$ cat src/rtl/pipe_defs.sv
// Shared pipeline definitions for the decode-side branch unit: opcode and
// funct constants, PC-select encodings, exception vector, bubble constant,
// the decode FSM state type and an opcode legality helper.
package pipe_defs;

  localparam logic [5:0] OP_SPECIAL = 6'b000000;
  localparam logic [5:0] OP_J       = 6'b000010;
  localparam logic [5:0] OP_JAL     = 6'b000011;
  localparam logic [5:0] OP_BEQ     = 6'b000100;
  localparam logic [5:0] OP_BNE     = 6'b000101;

  localparam logic [5:0] FN_JR      = 6'b001000;
  localparam logic [5:0] FN_SYSCALL = 6'b001100;

  localparam logic [1:0] PCSEL_BR  = 2'b00;
  localparam logic [1:0] PCSEL_REG = 2'b01;
  localparam logic [1:0] PCSEL_IDX = 2'b10;
  localparam logic [1:0] PCSEL_EXC = 2'b11;

  localparam logic [31:0] EXC_VECTOR = 32'h0000_0040;
  localparam logic [31:0] NOP        = 32'h0000_0000;

  typedef enum logic {
    ST_RUN    = 1'b0,
    ST_SQUASH = 1'b1
  } id_state_e;

  // Opcodes the decoder recognises; anything else raises an exception.
  function automatic logic op_known(input logic [5:0] op);
    logic known;
    case (op)
      6'd0, 6'd2, 6'd3, 6'd4, 6'd5,
      6'd8, 6'd9, 6'd10, 6'd11, 6'd12, 6'd13, 6'd14, 6'd15,
      6'd35, 6'd43: known = 1'b1;
      default:      known = 1'b0;
    endcase
    return known;
  endfunction

endpackage

$ cat src/rtl/id_branch_unit_if.sv
// IF/ID, register-file, PC-redirect and ID/EX signals of the decode branch
// unit. master = the branch unit, slave = the surrounding pipeline.
interface id_branch_unit_if #(
  parameter int ADDR_W = 5
);

  logic [31:0]       if_id_instruc;
  logic [31:0]       if_id_nextpc;
  logic              ex_if_stall;
  logic [ADDR_W-1:0] id_rf_addra;
  logic [ADDR_W-1:0] id_rf_addrb;
  logic [31:0]       rf_id_dataa;
  logic [31:0]       rf_id_datab;
  logic              id_if_selpcsource;
  logic [1:0]        id_if_selpctype;
  logic [31:0]       id_if_pcimd2ext;
  logic [31:0]       id_if_rega;
  logic [31:0]       id_if_pcindex;
  logic [31:0]       id_ex_instruc;
  logic [31:0]       id_ex_nextpc;
  logic              id_ex_link;
  logic              id_ex_exc;

  modport master (
    input  if_id_instruc, if_id_nextpc, ex_if_stall, rf_id_dataa, rf_id_datab,
    output id_rf_addra, id_rf_addrb, id_if_selpcsource, id_if_selpctype,
           id_if_pcimd2ext, id_if_rega, id_if_pcindex,
           id_ex_instruc, id_ex_nextpc, id_ex_link, id_ex_exc
  );

  modport slave (
    output if_id_instruc, if_id_nextpc, ex_if_stall, rf_id_dataa, rf_id_datab,
    input  id_rf_addra, id_rf_addrb, id_if_selpcsource, id_if_selpctype,
           id_if_pcimd2ext, id_if_rega, id_if_pcindex,
           id_ex_instruc, id_ex_nextpc, id_ex_link, id_ex_exc
  );

endinterface

$ cat src/rtl/branch_target_gen.sv
// Combinational branch/jump target generator and register comparator.
// Targets wrap around at 32 bits; no overflow detection.
module branch_target_gen (
  input  logic [31:0] nextpc_i,
  input  logic [25:0] index_i,
  input  logic [31:0] dataa_i,
  input  logic [31:0] datab_i,
  output logic [31:0] pcimd2ext_o,
  output logic [31:0] pcindex_o,
  output logic        equal_o
);

  logic [31:0] offset_s;

  // Sign-extended immediate (low half of the index field) scaled to words.
  assign offset_s    = {{14{index_i[15]}}, index_i[15:0], 2'b00};
  assign pcimd2ext_o = nextpc_i + offset_s;
  assign pcindex_o   = {nextpc_i[31:28], index_i, 2'b00};
  assign equal_o     = (dataa_i == datab_i);

endmodule

$ cat src/rtl/id_branch_unit.sv
// Decode-stage branch unit: resolves BEQ/BNE/J/JAL/JR/SYSCALL and illegal
// opcodes, drives the PC-redirect bus back to fetch and registers the
// instruction into the ID/EX latch. The shadow instruction following a
// redirect is squashed unless ID_BRANCH_DELAY_SLOT_EN is defined, in which
// case it executes as a delay slot.
module id_branch_unit
  import pipe_defs::*;
#(
  parameter logic [31:0] EXC_VECTOR = pipe_defs::EXC_VECTOR,
  parameter int          ADDR_W     = 5
) (
  input logic              clock,
  input logic              reset,
  id_branch_unit_if.master bus
);

  logic [5:0]  op_s;
  logic [5:0]  funct_s;
  logic        equal_s;
  logic [31:0] pcimd2ext_s;
  logic [31:0] pcindex_s;

  logic        dec_take_s;
  logic [1:0]  dec_type_s;
  logic        dec_link_s;
  logic        dec_exc_s;
  logic        redirect_ok_s;
  logic        selpcsource_s;
  logic [1:0]  selpctype_s;

  id_state_e   state_q, state_d;
  logic [31:0] instruc_q, instruc_d;
  logic [31:0] nextpc_q, nextpc_d;
  logic        link_q, link_d;
  logic        exc_q, exc_d;

  // The exception vector is hardwired in fetch; kept here for reference only.
  logic unused_exc_vector_s;
  assign unused_exc_vector_s = ^EXC_VECTOR;

  assign op_s    = bus.if_id_instruc[31:26];
  assign funct_s = bus.if_id_instruc[5:0];

  branch_target_gen u_tgen (
    .nextpc_i    (bus.if_id_nextpc),
    .index_i     (bus.if_id_instruc[25:0]),
    .dataa_i     (bus.rf_id_dataa),
    .datab_i     (bus.rf_id_datab),
    .pcimd2ext_o (pcimd2ext_s),
    .pcindex_o   (pcindex_s),
    .equal_o     (equal_s)
  );

  assign bus.id_rf_addra     = ADDR_W'(bus.if_id_instruc[25:21]);
  assign bus.id_rf_addrb     = ADDR_W'(bus.if_id_instruc[20:16]);
  assign bus.id_if_pcimd2ext = pcimd2ext_s;
  assign bus.id_if_pcindex   = pcindex_s;
  assign bus.id_if_rega      = bus.rf_id_dataa;

  // Instruction decode: would this instruction redirect, and how.
  always_comb begin
    dec_take_s = 1'b0;
    dec_type_s = PCSEL_BR;
    dec_link_s = 1'b0;
    dec_exc_s  = 1'b0;
    case (op_s)
      OP_BEQ: dec_take_s = equal_s;
      OP_BNE: dec_take_s = !equal_s;
      OP_J: begin
        dec_take_s = 1'b1;
        dec_type_s = PCSEL_IDX;
      end
      OP_JAL: begin
        dec_take_s = 1'b1;
        dec_type_s = PCSEL_IDX;
        dec_link_s = 1'b1;
      end
      OP_SPECIAL: begin
        if (funct_s == FN_JR) begin
          dec_take_s = 1'b1;
          dec_type_s = PCSEL_REG;
        end else if (funct_s == FN_SYSCALL) begin
          dec_take_s = 1'b1;
          dec_type_s = PCSEL_EXC;
          dec_exc_s  = 1'b1;
        end else begin
          dec_take_s = 1'b0;
        end
      end
      default: begin
        if (!op_known(op_s)) begin
          dec_take_s = 1'b1;
          dec_type_s = PCSEL_EXC;
          dec_exc_s  = 1'b1;
        end else begin
          dec_take_s = 1'b0;
        end
      end
    endcase
  end

  // Redirects are only issued from RUN, unstalled, out of reset, on a real instruction.
  always_comb begin
    redirect_ok_s = (state_q == ST_RUN) && !bus.ex_if_stall && !reset &&
                    (bus.if_id_instruc != NOP);
    selpcsource_s = dec_take_s && redirect_ok_s;
    if (selpcsource_s) begin
      selpctype_s = dec_type_s;
    end else begin
      selpctype_s = PCSEL_BR;
    end
  end

  assign bus.id_if_selpcsource = selpcsource_s;
  assign bus.id_if_selpctype   = selpctype_s;

  // FSM next state and ID/EX latch next values; a stall holds everything.
  always_comb begin
    state_d   = state_q;
    instruc_d = instruc_q;
    nextpc_d  = nextpc_q;
    link_d    = link_q;
    exc_d     = exc_q;
    if (!bus.ex_if_stall) begin
      case (state_q)
        ST_RUN: begin
          instruc_d = bus.if_id_instruc;
          nextpc_d  = bus.if_id_nextpc;
          link_d    = dec_link_s;
          exc_d     = dec_exc_s;
`ifdef ID_BRANCH_DELAY_SLOT_EN
          state_d   = ST_RUN;
`else
          state_d   = selpcsource_s ? ST_SQUASH : ST_RUN;
`endif
        end
        ST_SQUASH: begin
          instruc_d = NOP;
          nextpc_d  = bus.if_id_nextpc;
          link_d    = 1'b0;
          exc_d     = 1'b0;
          state_d   = ST_RUN;
        end
        default: begin
          state_d = ST_RUN;
        end
      endcase
    end else begin
      state_d = state_q;
    end
  end

  // State and ID/EX registers with synchronous reset taking priority over stall.
  always_ff @(posedge clock) begin
    if (reset) begin
      state_q   <= ST_RUN;
      instruc_q <= 32'h0000_0000;
      nextpc_q  <= 32'h0000_0000;
      link_q    <= 1'b0;
      exc_q     <= 1'b0;
    end else begin
      state_q   <= state_d;
      instruc_q <= instruc_d;
      nextpc_q  <= nextpc_d;
      link_q    <= link_d;
      exc_q     <= exc_d;
    end
  end

  assign bus.id_ex_instruc = instruc_q;
  assign bus.id_ex_nextpc  = nextpc_q;
  assign bus.id_ex_link    = link_q;
  assign bus.id_ex_exc     = exc_q;

endmodule
$ cat src/flat_wrapper.sv
// flat-port wrapper written by rule: the top's interface ports become plain ports
module id_branch_unit_flat import pipe_defs::*;
#(
  parameter logic [31:0] EXC_VECTOR = pipe_defs::EXC_VECTOR,
  parameter int          ADDR_W     = 5
)
  (clock, reset, bus_if_id_instruc, bus_if_id_nextpc, bus_ex_if_stall, bus_rf_id_dataa, bus_rf_id_datab, bus_id_rf_addra, bus_id_rf_addrb, bus_id_if_selpcsource, bus_id_if_selpctype, bus_id_if_pcimd2ext, bus_id_if_rega, bus_id_if_pcindex, bus_id_ex_instruc, bus_id_ex_nextpc, bus_id_ex_link, bus_id_ex_exc);
  id_branch_unit_if #(.ADDR_W(ADDR_W)) bus_i ();
  input logic clock;
  input logic reset;
  input wire logic [$bits(bus_i.if_id_instruc)-1:0] bus_if_id_instruc;
  input wire logic [$bits(bus_i.if_id_nextpc)-1:0] bus_if_id_nextpc;
  input wire logic [$bits(bus_i.ex_if_stall)-1:0] bus_ex_if_stall;
  input wire logic [$bits(bus_i.rf_id_dataa)-1:0] bus_rf_id_dataa;
  input wire logic [$bits(bus_i.rf_id_datab)-1:0] bus_rf_id_datab;
  output wire logic [$bits(bus_i.id_rf_addra)-1:0] bus_id_rf_addra;
  output wire logic [$bits(bus_i.id_rf_addrb)-1:0] bus_id_rf_addrb;
  output wire logic [$bits(bus_i.id_if_selpcsource)-1:0] bus_id_if_selpcsource;
  output wire logic [$bits(bus_i.id_if_selpctype)-1:0] bus_id_if_selpctype;
  output wire logic [$bits(bus_i.id_if_pcimd2ext)-1:0] bus_id_if_pcimd2ext;
  output wire logic [$bits(bus_i.id_if_rega)-1:0] bus_id_if_rega;
  output wire logic [$bits(bus_i.id_if_pcindex)-1:0] bus_id_if_pcindex;
  output wire logic [$bits(bus_i.id_ex_instruc)-1:0] bus_id_ex_instruc;
  output wire logic [$bits(bus_i.id_ex_nextpc)-1:0] bus_id_ex_nextpc;
  output wire logic [$bits(bus_i.id_ex_link)-1:0] bus_id_ex_link;
  output wire logic [$bits(bus_i.id_ex_exc)-1:0] bus_id_ex_exc;
  assign bus_i.if_id_instruc = bus_if_id_instruc;
  assign bus_i.if_id_nextpc = bus_if_id_nextpc;
  assign bus_i.ex_if_stall = bus_ex_if_stall;
  assign bus_i.rf_id_dataa = bus_rf_id_dataa;
  assign bus_i.rf_id_datab = bus_rf_id_datab;
  assign bus_id_rf_addra = bus_i.id_rf_addra;
  assign bus_id_rf_addrb = bus_i.id_rf_addrb;
  assign bus_id_if_selpcsource = bus_i.id_if_selpcsource;
  assign bus_id_if_selpctype = bus_i.id_if_selpctype;
  assign bus_id_if_pcimd2ext = bus_i.id_if_pcimd2ext;
  assign bus_id_if_rega = bus_i.id_if_rega;
  assign bus_id_if_pcindex = bus_i.id_if_pcindex;
  assign bus_id_ex_instruc = bus_i.id_ex_instruc;
  assign bus_id_ex_nextpc = bus_i.id_ex_nextpc;
  assign bus_id_ex_link = bus_i.id_ex_link;
  assign bus_id_ex_exc = bus_i.id_ex_exc;
  id_branch_unit #(.EXC_VECTOR(EXC_VECTOR), .ADDR_W(ADDR_W)) u_core (.clock(clock), .reset(reset), .bus(bus_i));
endmodule
$ cat config.mk
export PLATFORM = sky130hd
export DESIGN_NAME = id_branch_unit_flat
export DESIGN_NICKNAME = d
export VERILOG_FILES = /design/src/rtl/pipe_defs.sv /design/src/rtl/id_branch_unit_if.sv /design/src/rtl/branch_target_gen.sv /design/src/rtl/id_branch_unit.sv /design/src/flat_wrapper.sv
export SDC_FILE = /design/constraint.sdc
export NUM_CORES = 1
export LEC_CHECK = 0
export CORE_MARGIN = 5
export CORE_UTILIZATION = 34
export CTS_CLUSTER_SIZE = 25
export DETAILED_ROUTE_END_ITERATION = 7
export PLACE_DENSITY_LB_ADDON = 0.05
export SLEW_MARGIN = 20
export SYNTH_ARGS = -nofsm -noshare
export SYNTH_HDL_FRONTEND = slang
export SYNTH_HIERARCHICAL = 1
export SYNTH_SLANG_ARGS = --single-unit
$ cat constraint.sdc
create_clock -name clock -period 2.6 [get_ports clock]
set_clock_uncertainty 0.15 [all_clocks]
set_input_delay 0.39 -clock clock [delete_from_list [all_inputs] [get_ports clock]]
set_output_delay 0.39 -clock clock [all_outputs]
set_load 0.1 [all_outputs]
# == After elaboration in Yosys (flattened, before gate mapping) ==
# Memories as Yosys holds them, arrays and structs flattened.
# Cells that the tools add are included.
# classes
add_sub_neg,1
bitwise,1
reduce_logical,13
mux,18
n_eq_ne,7
# ops
operator,n
one-hot mux 32 bit (2 select lines),1
adder 32 bit,1
== test 32 bit,1
nonzero test 32 bit,1
"== test 6 x 2 -> 1 bit, second input constant",2
"== test 6 x 3 -> 1 bit, second input constant",2
"== test 6 x 4 -> 1 bit, second input constant",2
2-to-1 mux 2 bit,4
one-hot mux 1 bit (2 select lines),4
2-to-1 mux 1 bit,7
zero test 6 bit,1
one-hot mux 2 bit (3 select lines),1
OR reduction 5 bit,1
logical AND 1 bit,4
one-hot mux 1 bit (4 select lines),1
OR reduction 2 bit,2
OR reduction 4 bit,1
zero test 1 bit,3
NOT 1 bit,1
# totals
output_inout_bits,175
n_memories,1
reg_bits,67
wordCells,46
in_bits,131
rom_bits,64
# memory_table
name,words,word_bits,rd,rd_clocked_by_memory_dff,wr,line_no,rtl
(name not given),64,1,1,0,0,pipe_defs.sv:31,case (op)

# == Longest topological paths before layout ==
# Gate-level depths: netlist of run 1.
# logic_depth
depth_word,8
ltp_mapped,10
ltp_nobuf,10

# == By module ==
# Netlist of run 1, hierarchy kept.
# modules_own_cells
mod,seq_area_each_um2,area_per_inst_um2,n_inst,cells_per_inst
id_branch_unit,1341.3,2722.6,1,284
branch_target_gen,0.0,2253.4,1,307

# == Worst setup path before layout of run 1 ==
# No wires, ideal clock.
# synth_path
path_type,in2out
start,input port bus_if_id_nextpc[2]
end,output port bus_id_if_pcimd2ext[30]
path_stages,10
arrival_time_ps,3443
setup_slack_ps,-1383
cell_sequence,ha_1 inv_1 fa_1 nor2b_4 o31a_1 o31ai_2 a211oi_4 a41oi_2 o21ai_1 xor2_1
# synth_via
elab_chain_len,1
# synth_rtl
item,line_no,rtl
"start, declared",flat_wrapper.sv:12,input wire logic [$bits(bus_i.if_id_nextpc)-1:0] bus_if_id_nextpc;
adder 32 bit,branch_target_gen.sv:17,assign pcimd2ext_o = nextpc_i + offset_s;
"end, declared",flat_wrapper.sv:20,output wire logic [$bits(bus_i.id_if_pcimd2ext)-1:0] bus_id_if_pcimd2ext;
# No other way between the ends.

# == Worst setup path after layout of run 1 ==
# layout_path
start,input port bus_if_id_instruc[0]
end,output port bus_id_if_pcimd2ext[16]
# layout_via
elab_chain_len,1
# layout_rtl
item,line_no,rtl
"start, declared",flat_wrapper.sv:11,input wire logic [$bits(bus_i.if_id_instruc)-1:0] bus_if_id_instruc;
adder 32 bit,branch_target_gen.sv:17,
# No other way between the ends.

==> out/qor.txt, run 1 <==
Status = finished with violations
Failing checks = setup timing
Crit Path Max Fanout = 2
H-tree depth = 3
Crit path arrival time = 2.72 ns
Fill cells = 877
Max incr delay on CP = 0.50 ns
Starting utilization of the core area = 34.5%
Number of global-route vias before repair = 6261
Reg2Reg Depth = 4
Hold_buf cts = 0
# DRC = 0
Antenna viol nets, final = 0
Vias/cell = 5.09
Core area = 14400 sq um
Grt total ovfl = 0
Most instantiated library cell after synthesis = nor2_1
Drt pass-1 iters = 5
Clk_lat worst skew = 0.35 ns
Worst vdd ir = 0.448 mV
Unique cell type count in the Yosys netlist = 65
RSZ-0062 raised after global routing = true
Flop pwr share = 16.8%
Tot Pwr = 0.00669 W
Final setup vio count = 26
Tmin final = 3.26 ns
CP Launch Type = input port
CP max stage cell = a2111oi_4
Antenna cells = 0
Ys Warns = 6
Part of the cycle the worst path needs = 125%
Worst setup EP type = primary output
Setup ws final = -0.658 ns
Via count = 6042
Final Hold Fails = 0
Clock power frac = 17.9%
Share of layout cells above drive strength 1 = 58.5%
Largest net degree at the start of global routing = 67
# clock sinks = 67
Max clock buf depth = 2
Iter 0 DRT Violations = 328
Final net count = 1158
Hold Path Class = in -> reg
# rows = 44
Max frequency = 0.307 GHz
First-pass GRT wire length = 35.7 mm
Register Area = 1340 sq um
Pwr Density = 581 nW/um^2
Crit Path Class = in -> out
Sw Ratio = 48.9%
Die X = 131 um
Lkg Pwr = 5.22 nW
Yosys reg bits = 67
Crit-path cells = buf_8, ha_4, inv_2, fa_2, nor2b_4, o31a_1, buf_4, buf_6, o21ai_4, nand2b_4, a2111oi_4, nor2_4, xor2_4, buf_12
CTS tree = built
Sequential-to-total area share from yosys stat = 27.0%
CP required = 2.06 ns
Port Buf Inserts = 303
Post-synth ARST share = 0%
DIE AREA = 17200 sq um
Logic pwr share = 65.2%
Die height = 131 um
Mapped Area = 4980 sq um
Post-synth EDFFs = 0
Worst slew margin = 52.1%
Worst hold slack = 0.140 ns
Clock slew at reported path FFs = 0.06 ns
GRT Total Usage = 27.3%
Max_cap viols = 0
Cts bufs inserted = 9
Cell type with the largest total area after synthesis = dfxtp_1
Cell count of the worst hold path = 3
P_int = 0.00342 W
Worst-Margin Slew = 0.718 ns
Synth Area per Inst = 8.42 sq um
Synth area leaders = dfxtp_1 27%, buf_4 12%, xor2_1 7.7%, ha_1 7.3%, mux2i_1 6.4%
Clk root buf = clkbuf_16
Synthesis-to-finish area growth = 131%
Ys flop type = dfxtp_1
Synth top area share = 27.0%
Cells after Synth = 591
HPWL after DPL = 18.2 mm
Area of the multi-input gates = 4240 sq um
Sw power = 0.00327 W
Initial antenna violation count = 0
Num ports = 306
Synth cell count leaders = 83 x nor2_1, 77 x buf_4, 67 x dfxtp_1
Final slew viol count = 0
Wirelength per Cell = 21.6 um
Final Wtd Congestion = 0.936
DRT Wirelength = 25.6 mm
==> flip-flops by register name, indices dropped and copies added, names as in the netlist <==
register,flops
u_core/state_q,1
u_core/bus.id_ex_exc,1
u_core/bus.id_ex_nextpc,32
u_core/bus.id_ex_link,1
u_core/bus.id_ex_instruc,32
==> critical path: cells and delay by family <==
kind / cells / cell delay (ns)
buffers and inverters: 5 / 0.60
adders and majority gates: 2 / 0.37
and+or+nand+nor: 3 / 0.24
xor gates and xnor gates: 1 / 0.19
AOI/OAI and AO/OA: 3 / 0.91
==> kinds of logic after synthesis <==
logic type | synth area share [%]
and+or+nand+nor | 16.1
AOI/OAI and AO/OA | 17.4
buffers and inverters | 14.8
DFF | 27.0
xor gates and xnor gates | 10.6
muxes | 6.44
adders and majority gates | 7.69
other | 0.0754
==> power groups by stage <==
| stage | Clock (W) | Combinational, W | Sequential [W] |
|---|---|---|---|
| global route | 0.00126 | 0.00450 | 0.00113 |
| detailed placement | 0 | 0.00403 | 0.00115 |
| global placement | 0 | 0.00400 | 0.00114 |
| CTS | 0.00120 | 0.00422 | 0.00112 |
| finish | 0.00120 | 0.00437 | 0.00112 |
| floorplan | 0 | 0.00216 | 0.00157 |
==> cells in the final DEF, fill, tap and decap left out, types with 6 or more instances in the layout <==
master and instances:
a21oi_2 10, a21o_1 9, buf_8 9, nor2_2 6
buf_4 226, buf_12 108, buf_6 42, nor2_1 72
dfxtp_1 67, nand4_1 8, nand2_1 23, a21oi_4 6
a22oi_1 32, clkbuf_16 9, nand2_4 9, clkdlybuf4s50_1 23
clkdlybuf4s15_1 23, ha_1 6, dlygate4sd2_1 24, xor2_4 10
a21oi_1 20, nor4_2 7, ha_4 23, xor2_1 29
o21ai_0 6, xnor2_4 12, buf_2 22, clkbuf_2 10
mux2i_1 32
==> final timing paths <==
kind | to | start | slack (ns)
setup / recovery | bus_id_if_pcimd2ext[16] | bus_if_id_instruc[0] | -0.66
hold / removal | u_core/bus.id_ex_nextpc[5]$_SDFFE_PP0N_ | bus_if_id_nextpc[5] | 0.14
setup reg to reg | u_core/bus.id_ex_instruc[10]$_SDFFE_PP0N_ | u_core/state_q$_SDFFE_PP0N_ | 1.29
hold reg to reg | u_core/bus.id_ex_exc$_SDFFE_PP0N_ | u_core/bus.id_ex_exc$_SDFFE_PP0N_ | 0.31
==> area by class of cell <==
type | count | share of cell area (%)
sequential | 67 | 11.6
inverter | 8 | 0.261
multi-input combinational | 417 | 36.8
clock buffer | 11 | 2.11
tap | 184 | 2.00
clock inverter | 5 | 0.337
timing repair buffer | 494 | 46.8
==> metal layers <==
| layer | up-vias | share of wire (%) | GRT usage, % |
|---|---|---|---|
| met3 | 47 | 6.6 | 5.77 |
| met4 | 0 | 3.0 | 9.92 |
| met2 | 243 | 53 | 49.5 |
| li1 | 2810 | - | - |
| met5 | - | 0 | 0 |
| met1 | 2942 | 38 | 31.5 |
==> what timing repair did <==
item / 4_1_cts / 5_1_grt
setup endpoints to repair: 29 / 27
resized for setup: 384 / 75
pin swaps: 96 / 57
setup buffers: 31 / 18
cloned: 1 / 0
endpoints found under the hold margin: 0 / 0
==> through the flow <==
step	util (%)	setup TNS [ns]	cell area (sq um)	instances	setup slack [ns]
after detailed placement	71.5	-18.51	10300	1126	-1.08
final	79.9	-9.18	11500	1186	-0.658
after CTS	77.7	-7.81	11200	1171	-0.638
after global routing	79.9	-10.77	11500	1186	-0.720
after floorplan	-	-7.61	5760	592	-0.646
after global placement	71.5	-17.71	10300	1126	-1.06
(Power assumes the default switching activity.)
==> inputs of run 2 (changes only) <==
- CORE_UTILIZATION: 34 -> 40
- CTS_BUF_LIST: default -> sky130_fd_sc_hd__clkbuf_16
- DONT_BUFFER_PORTS: default -> 1
==> run 2 against run 1 <==
The flow still finishes with violations (setup timing). Combinational power is 31% lower. Clock power is 6% lower. Setup slack better by 0.19 ns. Via count is 23% lower. Final area is 33% lower. Power is 22% lower. Non-clock buffer count is 297 lower. Sequential share of layout area is 5.8 points higher. Routed wire length is 26% lower. Critical path depth is 1 lower.
==> out/qor.txt, run 2 (synthesis results as in run 1) <==
Status = finished with violations
Failing checks = setup timing
Drt pass-1 iters = 4 (-1)
Cts bufs inserted = 9 (unchanged)
Clock slew at reported path FFs = 0.06 ns (about the same)
Crit path arrival time = 2.53 ns (-0.19 ns)
Dpl cell area = 6930 sq um (-33%)
Crit Path Max Fanout = 4 (+2)
Core area = 12100 sq um (-16%)
Starting utilization of the core area = 41.1% (+6.6 points)
HPWL after DPL = 15.0 mm (-18%)
Antenna cells = 0 (unchanged)
Final instance area = 7670 sq um (-33%)
Crit Path Class = in -> out
CP Launch Type = input port
Fill cells = 1029 (+17%)
Largest net degree at the start of global routing = 70 (+4.5%)
# DRC = 0 (unchanged)
Worst vdd ir = 0.419 mV (-6.5%)
Antenna viol nets, final = 0 (unchanged)
Grt total ovfl = 0 (unchanged)
Commonest non-fill, non-tap cell in the layout = buf_4
Final net count = 861 (-26%)
DP Worst Slack = -0.461 ns (+0.617 ns)
Share of layout cells above drive strength 1 = 45.4% (-13 points)
Hold Path Class = in -> reg
Num ports = 306 (unchanged)
Wirelength per Cell = 21.7 um (+0.50%)
Worst setup EP type = primary output
CP required = 2.06 ns (about the same)
Final Hold Fails = 0 (unchanged)
H-tree depth = 3 (unchanged)
Clk_lat worst skew = 0.33 ns (-0.02 ns)
GRT Total Usage = 24.6% (-2.7 points)
Vias/cell = 5.33 (+4.7%)
Initial antenna violation count = 0 (unchanged)
Pwr Density = 685 nW/um^2 (+18%)
Most frequent cells in the layout = 153 x buf_4, 76 x nor2_1, 67 x dfxtp_1
Synthesis-to-finish area growth = 54.1%
Worst hold slack = 0.0425 ns (-0.0973 ns)
Setup ws final = -0.466 ns (+0.192 ns)
Setup TNS Final = -4.21 ns (+4.97 ns)
Port Buf Inserts = 0 (-100%)
Worst slew margin = 65.5% (+13 points)
Number of global-route vias before repair = 4737 (-24%)
Final slew viol count = 0 (unchanged)
Part of the cycle the worst path needs = 118% (-7.4 points)
Max clock buf depth = 2 (unchanged)
Max frequency = 0.326 GHz (+6.3%)
RSZ-0062 raised after global routing = true
Tmin final = 3.07 ns (-0.192 ns)
Clk root buf = clkbuf_16
CTS tree = built
DIE AREA = 14800 sq um (-14%)
# clock sinks = 67 (unchanged)
Via count = 4657 (-23%)
# rows = 40 (-9.1%)
Die height = 122 um (-7.2%)
Final setup vio count = 18 (-31%)
Final Wtd Congestion = 0.911 (-2.6%)
Worst-Margin Slew = 0.512 ns (-0.207 ns)
Max_cap viols = 0 (unchanged)
First-pass GRT wire length = 27.7 mm (-22%)
Die X = 122 um (-7.2%)
Iter 0 DRT Violations = 250 (-24%)
DRT Wirelength = 18.9 mm (-26%)
Lkg Pwr = 3.32 nW (-36%)
==> run 2: cell count changes in the layout (fill, tap and decap cells not counted), moves of 10 or more <==
cell / change
buf_6: -28
buf_12: -82
buf_2: -22
clkbuf_2: -10
dlygate4sd2_1: -24
clkdlybuf4s50_1: -23
buf_4: -73
clkdlybuf4s15_1: -23
==> run 2: critical path, stage by stage <==
cell,delay [ns]
ha_4,0.11
inv_2,0.03
fa_2,0.36
nor2b_4,0.13
o31a_1,0.22
o31ai_4,0.09
a211oi_4,0.31
buf_4,0.18
o21bai_4,0.07
a21boi_2,0.16
buf_6,0.13
xor2_4,0.15
buf_12,0.19
==> run 2: final cells by class <==
cell class | instances | area, sq um | area share [%]
Tap cell | 168 | 210 | 2.74
Clock buffer | 9 | 225 | 2.94
Multi-Input combinational cell | 417 | 3920 | 51.1
Inverter | 8 | 30.0 | 0.392
Sequential cell | 67 | 1340 | 17.5
Clock inverter | 7 | 45.0 | 0.587
Timing Repair Buffer | 197 | 1900 | 24.8
==> run 2: routing by layer <==
metal	GRT usage [%]	wire length, um	up-vias
met3	10.5	1850	24
met2	40.8	9300	193
met5	0	0	-
met4	8.40	393	0
met1	28.5	7400	2236
li1	-	-	2204
==> run 2: final timing paths <==
check,startpoint,end,slack [ns],depth (start not counted)
max,bus_if_id_nextpc[2],bus_id_if_pcimd2ext[24],-0.47,13
min,bus_if_id_nextpc[30],u_core/bus.id_ex_nextpc[30]$_SDFFE_PP0N_,0.04,2
max reg2reg,u_core/state_q$_SDFFE_PP0N_,u_core/bus.id_ex_exc$_SDFFE_PP0N_,1.27,2
min reg2reg,u_core/bus.id_ex_exc$_SDFFE_PP0N_,u_core/bus.id_ex_exc$_SDFFE_PP0N_,0.34,2
==> run 2: power breakdown <==
group,internal (W),switching (W),leakage [nW],total (W)
clock network,0.000641,0.000488,0.131,0.00113
registers,0.00109,0.0000227,0.552,0.00111
logic,0.00108,0.00193,2.64,0.00301
total,0.00281,0.00244,3.32,0.00525
==> run 2: timing repair <==
action / CTS / global route
pin swaps: 32 / 26
buffers inserted: 7 / 15
endpoints found under the setup margin: 19 / 21
hold buffers: 1 / 0
hold endpoints to repair: 65 / 0
resized for setup: 29 / 31
==> run 2: stage by stage <==
step,instances,util [%],total power (W)
after global placement,838,57.2,0.00397
after global routing,873,63.3,0.00546
after floorplan,592,-,0.00372
after CTS,862,61.4,0.00521
final,873,63.3,0.00525
after detailed placement,838,57.2,0.00398
